<file path="config.mk">
export PLATFORM = sky130hd
export DESIGN_NAME = siso_frame_sequencer
export DESIGN_NICKNAME = d
export VERILOG_FILES = /design/src/rtl/siso_frame_sequencer.sv
export SDC_FILE = /design/constraint.sdc
export NUM_CORES = 1
export LEC_CHECK = 0
export ABC_AREA = 1
export CAP_MARGIN = 20
export CELL_PAD_IN_SITES_DETAIL_PLACEMENT = 0
export CELL_PAD_IN_SITES_GLOBAL_PLACEMENT = 1
export CORE_MARGIN = 2
export CORE_UTILIZATION = 37
export DETAILED_ROUTE_END_ITERATION = 6
export PLACE_DENSITY = 0.87
export SETUP_SLACK_MARGIN = 0.5
export SKIP_LAST_GASP = 1
export SYNTH_ARGS = -nofsm -noshare
export SYNTH_HDL_FRONTEND = slang
export SYNTH_SLANG_ARGS = --single-unit
</file>
<file path="constraint.sdc">
create_clock -name Clk_In -period 2.36 [get_ports Clk_In]
set_clock_uncertainty 0.05 [all_clocks]
set_input_delay 0.236 -clock Clk_In [delete_from_list [all_inputs] [get_ports Clk_In]]
set_output_delay 0.236 -clock Clk_In [all_outputs]
set_load 0.005 [all_outputs]
</file>
<file path="src/rtl/siso_frame_sequencer.sv">
// Valid/ready front end that serializes one parallel word per frame and owns all
// shift timing (strobe, bit count, done pulse, inter-frame gap) for a downstream SISO register.
module siso_frame_sequencer #(
  parameter int DATA_WIDTH = 8,
  parameter int GAP_CYCLES = 1,
  parameter int MSB_FIRST  = 1
) (
  input  logic                            Clk_In,
  input  logic                            Reset_In,
  input  logic [DATA_WIDTH-1:0]           Data_In,
  input  logic                            Data_Valid_In,
  output logic                            Data_Ready_Out,
  input  logic                            Abort_In,
  output logic                            Serial_Data_Out,
  output logic                            Shift_Enable_Out,
  output logic                            Frame_Active_Out,
  output logic                            Done_Out,
  output logic [$clog2(DATA_WIDTH+1)-1:0] Bits_Left_Out
);

  localparam int BW = $clog2(DATA_WIDTH + 1);
  localparam int GW = (GAP_CYCLES > 0) ? $clog2(GAP_CYCLES + 1) : 1;

  typedef enum logic [1:0] {
    IDLE  = 2'd0,
    SHIFT = 2'd1,
    GAP   = 2'd2
  } state_t;

  state_t                state_q, state_d;
  logic [DATA_WIDTH-1:0] word_q, word_d;
  logic [BW-1:0]         bits_left_q, bits_left_d;
  logic [GW-1:0]         gap_cnt_q, gap_cnt_d;
  logic                  ser_q, ser_d;
  logic                  shen_q, shen_d;
  logic                  active_q, active_d;
  logic                  done_q, done_d;

  // Bit that goes on the wire next, taken from the transmit end of the word.
  function automatic logic head_bit(input logic [DATA_WIDTH-1:0] w);
    if (MSB_FIRST != 0) begin
      return w[DATA_WIDTH-1];
    end else begin
      return w[0];
    end
  endfunction

  // Word with its head bit consumed; zeros fill in from the far end.
  function automatic logic [DATA_WIDTH-1:0] drop_head(input logic [DATA_WIDTH-1:0] w);
    if (MSB_FIRST != 0) begin
      return {w[DATA_WIDTH-2:0], 1'b0};
    end else begin
      return {1'b0, w[DATA_WIDTH-1:1]};
    end
  endfunction

  // Next-state and next-output computation for the frame FSM.
  always_comb begin
    state_d     = state_q;
    word_d      = word_q;
    bits_left_d = bits_left_q;
    gap_cnt_d   = gap_cnt_q;
    ser_d       = ser_q;
    shen_d      = shen_q;
    active_d    = active_q;
    done_d      = 1'b0;
    case (state_q)
      IDLE: begin
        if (Data_Valid_In) begin
          state_d     = SHIFT;
          word_d      = drop_head(Data_In);
          ser_d       = head_bit(Data_In);
          shen_d      = 1'b1;
          active_d    = 1'b1;
          bits_left_d = BW'(DATA_WIDTH);
        end else begin
          state_d = IDLE;
        end
      end
      SHIFT: begin
        // Abort or the edge after the last bit: the frame closes either way,
        // but only a clean finish pays the inter-frame gap.
        if (Abort_In || (bits_left_q == BW'(1))) begin
          word_d      = '0;
          ser_d       = 1'b0;
          shen_d      = 1'b0;
          active_d    = 1'b0;
          bits_left_d = '0;
          if (!Abort_In && (GAP_CYCLES > 0)) begin
            state_d   = GAP;
            gap_cnt_d = GW'(GAP_CYCLES);
          end else begin
            state_d   = IDLE;
            gap_cnt_d = '0;
          end
        end else begin
          ser_d       = head_bit(word_q);
          word_d      = drop_head(word_q);
          bits_left_d = bits_left_q - BW'(1);
          done_d      = (bits_left_q == BW'(2));
        end
      end
      GAP: begin
        if (gap_cnt_q <= GW'(1)) begin
          state_d   = IDLE;
          gap_cnt_d = '0;
        end else begin
          gap_cnt_d = gap_cnt_q - GW'(1);
        end
      end
      default: begin
        state_d     = IDLE;
        word_d      = '0;
        bits_left_d = '0;
        gap_cnt_d   = '0;
        ser_d       = 1'b0;
        shen_d      = 1'b0;
        active_d    = 1'b0;
      end
    endcase
  end

  // State and registered outputs.
  always_ff @(posedge Clk_In or posedge Reset_In) begin
    if (Reset_In) begin
      state_q     <= IDLE;
      word_q      <= '0;
      bits_left_q <= '0;
      gap_cnt_q   <= '0;
      ser_q       <= 1'b0;
      shen_q      <= 1'b0;
      active_q    <= 1'b0;
      done_q      <= 1'b0;
    end else begin
      state_q     <= state_d;
      word_q      <= word_d;
      bits_left_q <= bits_left_d;
      gap_cnt_q   <= gap_cnt_d;
      ser_q       <= ser_d;
      shen_q      <= shen_d;
      active_q    <= active_d;
      done_q      <= done_d;
    end
  end

  assign Data_Ready_Out   = (state_q == IDLE) && !Reset_In;
  assign Serial_Data_Out  = ser_q;
  assign Shift_Enable_Out = shen_q;
  assign Frame_Active_Out = active_q;
  assign Done_Out         = done_q;
  assign Bits_Left_Out    = bits_left_q;

endmodule

</file>
# == Word level (Yosys, flattened, before mapping) ==
# Index checks and enable logic that the tools add are counted.
# word_totals
ff_bits,18
# op_classes
bitwise,2
mux,23
n_eq_ne,7
n_lt_le_gt_ge,1
add_sub_neg,2
reduce_logical,8
# ops
op,n
$pmux W8 S3,1
$mux W8,2
$pmux W4 S3,1
$mux W1,10
$pmux W1 S3,3
$mux W4,2
$mux W2,3
$ne A2 B2 Y1 const B,3
$pmux W2 S3,1
$reduce_and A2 Y1,3
$eq A4 B1 Y1 const B,1
$eq A4 B2 Y1 const B,1
$sub A4 B1 Y4 const B,1
$reduce_and A3 Y1,1
$eq A2 B1 Y1 const B,1
$eq A2 B2 Y1 const B,1
$logic_not A2 Y1,1
$not A1 Y1,2
$le A1 B1 Y1 const B,1
$logic_and A1 B1 Y1,1
$logic_not A1 Y1,1
$logic_or A1 B1 Y1,1
$sub A1 B1 Y1 const B,1

# == Depth between registers and ports, before layout ==
# depth
ltp_word,4
depth_mapped,7
mapped_depth_nobuf,7

# == Least setup slack after synthesis ==
# OpenSTA, ideal clock, no wires.
# synth_path
kind,register to register
start,"register bits_left_q[1], in the netlist Bits_Left_Out[1]"
end,"register active_q, in the netlist Frame_Active_Out"
stages_incl_launch_ff,8
path_buffers,0
slack_ns,1.122
setup_ns,0.117
arrival_time_ns,1.071
path_cell_list,dfrtp_1 > inv_1 > ha_1 > nand2_2 > nand2_4 > nand2_2 > nand2_1 > nand2_1
# synth_via
elab_chain_cells,4
# synth_lines
element,line,text
"start, declared",32,"logic [BW-1:0] bits_left_q, bits_left_d;"
"start signal, assigned",137,bits_left_q <= bits_left_d;
$eq A4 B1 Y1,83,if (Abort_In || (bits_left_q == BW'(1))) begin
$logic_or A1 B1 Y1,83,
$ne A2 B2 Y1 (no line),n/a,
$reduce_and A3 Y1 (no line),n/a,
"end signal, assigned",141,active_q <= active_d;
"end, declared",36,"logic active_q, active_d;"
# Every way passes these cells.
# A chain may end at the register's enable or synchronous reset.

# == Worst setup path in the final report ==
# layout_path
start,register state_q[1]
end,output Data_Ready_Out
# layout_via
elab_chain_cells,2
# layout_lines
element,line,text
"start, declared",30,"state_t state_q, state_d;"
"start signal, assigned",135,state_q <= state_d;
$logic_not A2 Y1,146,assign Data_Ready_Out = (state_q == IDLE) && !Reset_In;
$logic_and A1 B1 Y1,146,
"end, declared",12,"output logic Data_Ready_Out,"
# Every way passes these cells.

==> impl_metrics.env <==
export IMPL_fin_util_pct=51.0
export IMPL_initial_core_util_pct=39.1
export IMPL_rsz0062_at_grt="no"
export IMPL_setup_worst_path_start="state_q[1]$_DFFE_PP0P_"
export IMPL_final_common_cell="nand2_1"
export IMPL_cp_data_arrival_time_ps=1470
export IMPL_critPathSlowestCell="clkdlybuf4s50_1"
export IMPL_crit_family="buffers and inverters"
export IMPL_cts_made_buffers=3
export IMPL_fin_tns_setup_ps=0
export IMPL_grt_pass1_vias=707
export IMPL_grt_overflow_total=0
export IMPL_pwr_share_comb_pct=42.8
export IMPL_core_area_um2=2210
export IMPL_clkTransAtPathRegs_ps=100
export IMPL_netSwitchingFraction_pct=37.1
export IMPL_drc=0
export IMPL_firstDrtPassIters=4
export IMPL_diodes=0
export IMPL_ys_warn_count=0
export IMPL_port_buffers=20
export IMPL_die_w_um=52.4
export IMPL_grt_pass1_wl_um=3070
export IMPL_rows=17
export IMPL_h_tree_depth=1
export IMPL_synth_nets=121
export IMPL_io_pins=21
export IMPL_hold_path_class="in2async"
export IMPL_crit_buf_inv=1
export IMPL_dr_first_iter_drc_count=21
export IMPL_r2r_start="Bits_Left_Out[1]$_DFFE_PP0P_"
export IMPL_setup_violations=0
export IMPL_clock_latency_ps=280
export IMPL_ys_seq_elements=16
export IMPL_fmax_mhz=569
export IMPL_path_max_fanout=4
export IMPL_cap_violations=0
export IMPL_vdd_drop_max_mv=0.432
export IMPL_holdWs_ps=303
export IMPL_layout_common_cells="44 x nand2_1, 20 x clkdlybuf4s50_1, 15 x dfrtp_1"
export IMPL_slew_headroom_pct=59.0
export IMPL_p_per_area_nw_per_um2=938
export IMPL_final_cell_count_no_fill=157
export IMPL_clock_path_buffers=2
export IMPL_grt_usage_pct=14.8
export IMPL_via_per_inst=4.72
export IMPL_slowest_delay_ps=530
export IMPL_dp_hpwl_um=1260
export IMPL_fin_nets=145
export IMPL_gp_congestion=0.769
export IMPL_worst_endpoint_required_ps=2070
export IMPL_synth_distinct_cells=20
export IMPL_grt_antenna_before_repair=0
export IMPL_worst_pin_slew_ps=614
export IMPL_postCtsSetupRepairBufs=0
export IMPL_syn_area_per_cell_um2=8.17
export IMPL_start_kind="flip-flop"
export IMPL_die_area_um2=2740
export IMPL_dp_cells=153
export IMPL_clock_sinks=16
export IMPL_area_growth_pct=30.2
export IMPL_routed_wl_um=1730
export IMPL_run_status="finished clean"
export IMPL_clkPwrFrac_pct=17.1
export IMPL_synth_seq_area_share_pct=46.2
export IMPL_ant_nets=0
export IMPL_seqPwrFrac_pct=40.1
export IMPL_vias=741
export IMPL_path_class="reg2out"
export IMPL_die_y_um=52.4
export IMPL_min_period_ps=1760
export IMPL_final_period_utilization_pct=74.5
export IMPL_grt_max_degree=17
export IMPL_hold_viol_final=0
export IMPL_synth_cells=106
export IMPL_ctsHoldBuffers=0
export IMPL_nFillCells=230
export IMPL_switching_power_uw=392
export IMPL_crit_chain="nor3_1 > clkdlybuf4s50_1"
export IMPL_drive_gt1_share_pct=14.0
export IMPL_synth_area_um2=866
export IMPL_root_buffer="clkbuf_4"
export IMPL_p_leak_nw=0.575
export IMPL_finalMaxSlewViolations=0
export IMPL_cts_tree="built"
export IMPL_post_drt_wl_per_cell_um=11.0
export IMPL_endpoint_kind="output pin"
export IMPL_p_int_uw=665
export IMPL_power_mw=1.06
## cell usage after synthesis
master | n | area, µm²
nand2_1 | 44 | 165
dfrtp_1 | 16 | 400
nand3_1 | 10 | 50.1
inv_1 | 9 | 33.8
nand2_2 | 5 | 31.3
ha_1 | 3 | 37.5
nand4_1 | 2 | 12.5
nor2_1 | 2 | 7.51
nor2_2 | 2 | 12.5
nor3_1 | 2 | 10.0
o21ai_0 | 2 | 10.0
a21oi_1 | 1 | 5.00
buf_4 | 1 | 7.51
buf_6 | 1 | 11.3
inv_2 | 1 | 3.75
nand2_4 | 1 | 11.3
nor2_8 | 1 | 20.0
o21ai_4 | 1 | 16.3
o21bai_1 | 1 | 7.51
o22ai_2 | 1 | 12.5
## layer usage
layer	GRT usage, %	share of wire, %
met1	20.3	50
met4	2.99	0.52
met5	0	0
met3	2.57	4.3
met2	24.6	45
## per-stage QoR
stage / instance area (µm²) / worst slack, ps
finish: 1130 / 602
global route: 1130 / 511
CTS: 1130 / 563
detailed placement: 1090 / 735
global placement: 1090 / 767
floorplan: 866 / 1120
## final timing paths
check                                                    end  slack [ps]  cells past startpoint
worst min register to register         word_q[6]$_DFFE_PP0P_         440                      2
max in group asynchronous             state_q[1]$_DFFE_PP0P_        1530                      2
worst max register to register  Frame_Active_Out$_DFFE_PP0P_         930                      7
worst max-delay path                          Data_Ready_Out         600                      2
min in group Clk_In                    word_q[6]$_DFFE_PP0P_         440                      2
worst min-delay path                   word_q[1]$_DFFE_PP0P_         300                      2
## state kept, by name (all words and copies together), names as in the netlist
register	flops
Bits_Left_Out	4
Done_Out	1
Frame_Active_Out	1
Serial_Data_Out	1
state_q	2
word_q	7
## layout make-up
class / instances / area [µm²] / share of cell area [%]
Multi-Input combinational cell: 78 / 409 / 36.3
Tap cell: 28 / 35.0 / 3.11
Timing Repair Buffer: 21 / 208 / 18.4
Clock buffer: 4 / 36.3 / 3.22
Sequential cell: 16 / 402 / 35.6
Inverter: 10 / 37.5 / 3.33
## kinds of logic after synthesis
logic type | Yosys count | synth area share, %
buf+inv | 12 | 6.50
fa+ha+maj | 3 | 4.34
compound gates | 6 | 5.92
simple gates | 69 | 37.0
flops | 16 | 46.2
## timing repair
item / in CTS / in global routing
gates resized for setup: 0 / 1
endpoints found under the hold margin: 0 / 0
endpoints found under the setup margin: 0 / 1
## power by group through the flow
stage,Sequential [mW],Combinational (mW),Clock (mW)
2_1_floorplan,0.421,0.290,0
3_3_place_gp,0.424,0.449,0
3_5_place_dp,0.429,0.456,0
4_1_cts,0.424,0.457,0.185
5_1_grt,0.440,0.516,0.204
6_report,0.424,0.453,0.180
Power figures use the tool's default switching activity.
==> variant, RTL diff (same settings) <==
Encoding of `state_t`: now one-hot (3 bits for 3 states).
--- a/src/rtl/siso_frame_sequencer.sv
+++ b/src/rtl/siso_frame_sequencer.sv
@@ -23,6 +23,6 @@
 
-  typedef enum logic [1:0] {
-    IDLE  = 2'd0,
-    SHIFT = 2'd1,
-    GAP   = 2'd2
+  typedef enum logic [2:0] {
+    IDLE  = 3'b001,
+    SHIFT = 3'b010,
+    GAP   = 3'b100
   } state_t;
Behaviour: no difference found for any inputs over 10 cycles, from zero or initial values and one cycle with Reset_In high; not proved beyond that.
==> variant against the unedited design <==
Routed wire length rose by 5.8%. Setup slack improved by 190 ps. Final cell count rose by 9.6%. Sequential cell count rose by 1. Cell area rose by 5.8%. Total power rose by 15%. Non-clock buffer count rose by 1. Synthesized area rose by 6.9%. Critical endpoint unchanged. Largest power group unchanged. Highest routed layer is now met3.
==> variant: results <==
pwr:
  powerComb_mw: 0.563
  p_int_mw: 0.732
  ir_drop_mv: 0.449
  finalPower_mw: 1.21
  pg_clk_mw: 0.156
global_routing:
  grt_pass1_wl_mm: 3.33
  grt_max_degree: 18
  met2_usage_pct: 26.6
  use_met3_pct: 2.78
  grt_pass1_vias: 792
  use_met1_pct: 20.1
final_layout:
  drive_above_1_share_pct: 16.2
  fin_cells: 172
  synthToLayoutAreaGrowth_pct: 28.8
  fin_nets: 158
  nFillCells: 253
sta:
  slew_headroom_pct: 56.0
  hold-worst-slack_ps: 319
  fmax_ghz: 0.640
synth:
  yosys-top-cells-area: "dfrtp_1 43%, nand2_1 26%, ha_1 4.1%, dfstp_2 2.8%, nor2_2 2.7%"
  syn-num-nets: 133
  yosysSeqAreaShare_pct: 46.1
  synthAdderAreaFrac_pct: 4.05
  synth_common_cells: "63 x nand2_1, 16 x dfrtp_1, 5 x inv_1"
  muxShareOfSynthArea_pct: 0
  synth.distinct_cells: 22
  synth_compound_area_share_pct: 2.84
placement:
  place_inst: 167
  placed_area_mm2: 0.00115
  dp_slack_ps: 782
  dpl.hpwl_mm: 1.35
  place_congestion: 0.723
setup_path:
  crit_arrival_ps: 1280
  rr_endpoint: "Bits_Left_Out[2]$_DFFE_PP0P_"
  rrSetupSlack_ps: 910
  r2r-start: "state_q[0]$_DFFE_PP1P_"
route:
  vias_per_cell: 4.55
  met1_length_um: 840
  wl_met2_um: 912
  drt-initial-drc-count: 5
  wl_met3_um: 74
  wl_per_cell_um: 10.6
status:
  status: "complete, no violations"
clock_network:
  post_cts_buffers: 1
## variant: cell count changes after synthesis, sizes merged
| cell | delta |
|---|---|
| a21oi | -1 |
| clkinv | +1 |
| o21bai | -1 |
| nand4 | -2 |
| nor2 | +3 |
| o21ai | -1 |
| or2 | +1 |
| nand2 | +17 |
| nand3b | +2 |
| dfstp | +1 |
| nand3 | -7 |
| inv | -1 |
## variant: layout make-up
class,count,area share (%)
clock buffers,4,2.20
flip-flops and latches,17,35.8
inverters,10,3.15
well taps,30,3.15
repair buffers,22,17.9
multi-input cells,89,37.8
## variant: cells by family (layout without fill, tap and decap cells)
| family | count (synthesis) | in the layout |
|---|---|---|
| buffers and inverters | 12 | 36 |
| adders and majority gates | 3 | 3 |
| and+or+nand+nor | 83 | 83 |
| DFF | 17 | 17 |
| AOI/OAI and AO/OA | 3 | 3 |
## variant: critical path: stages, from the launching register on
cell and delay, ps:
dfstp_2 570, nand3_4 100, nor2_1 90, dlygate4sd2_1 240
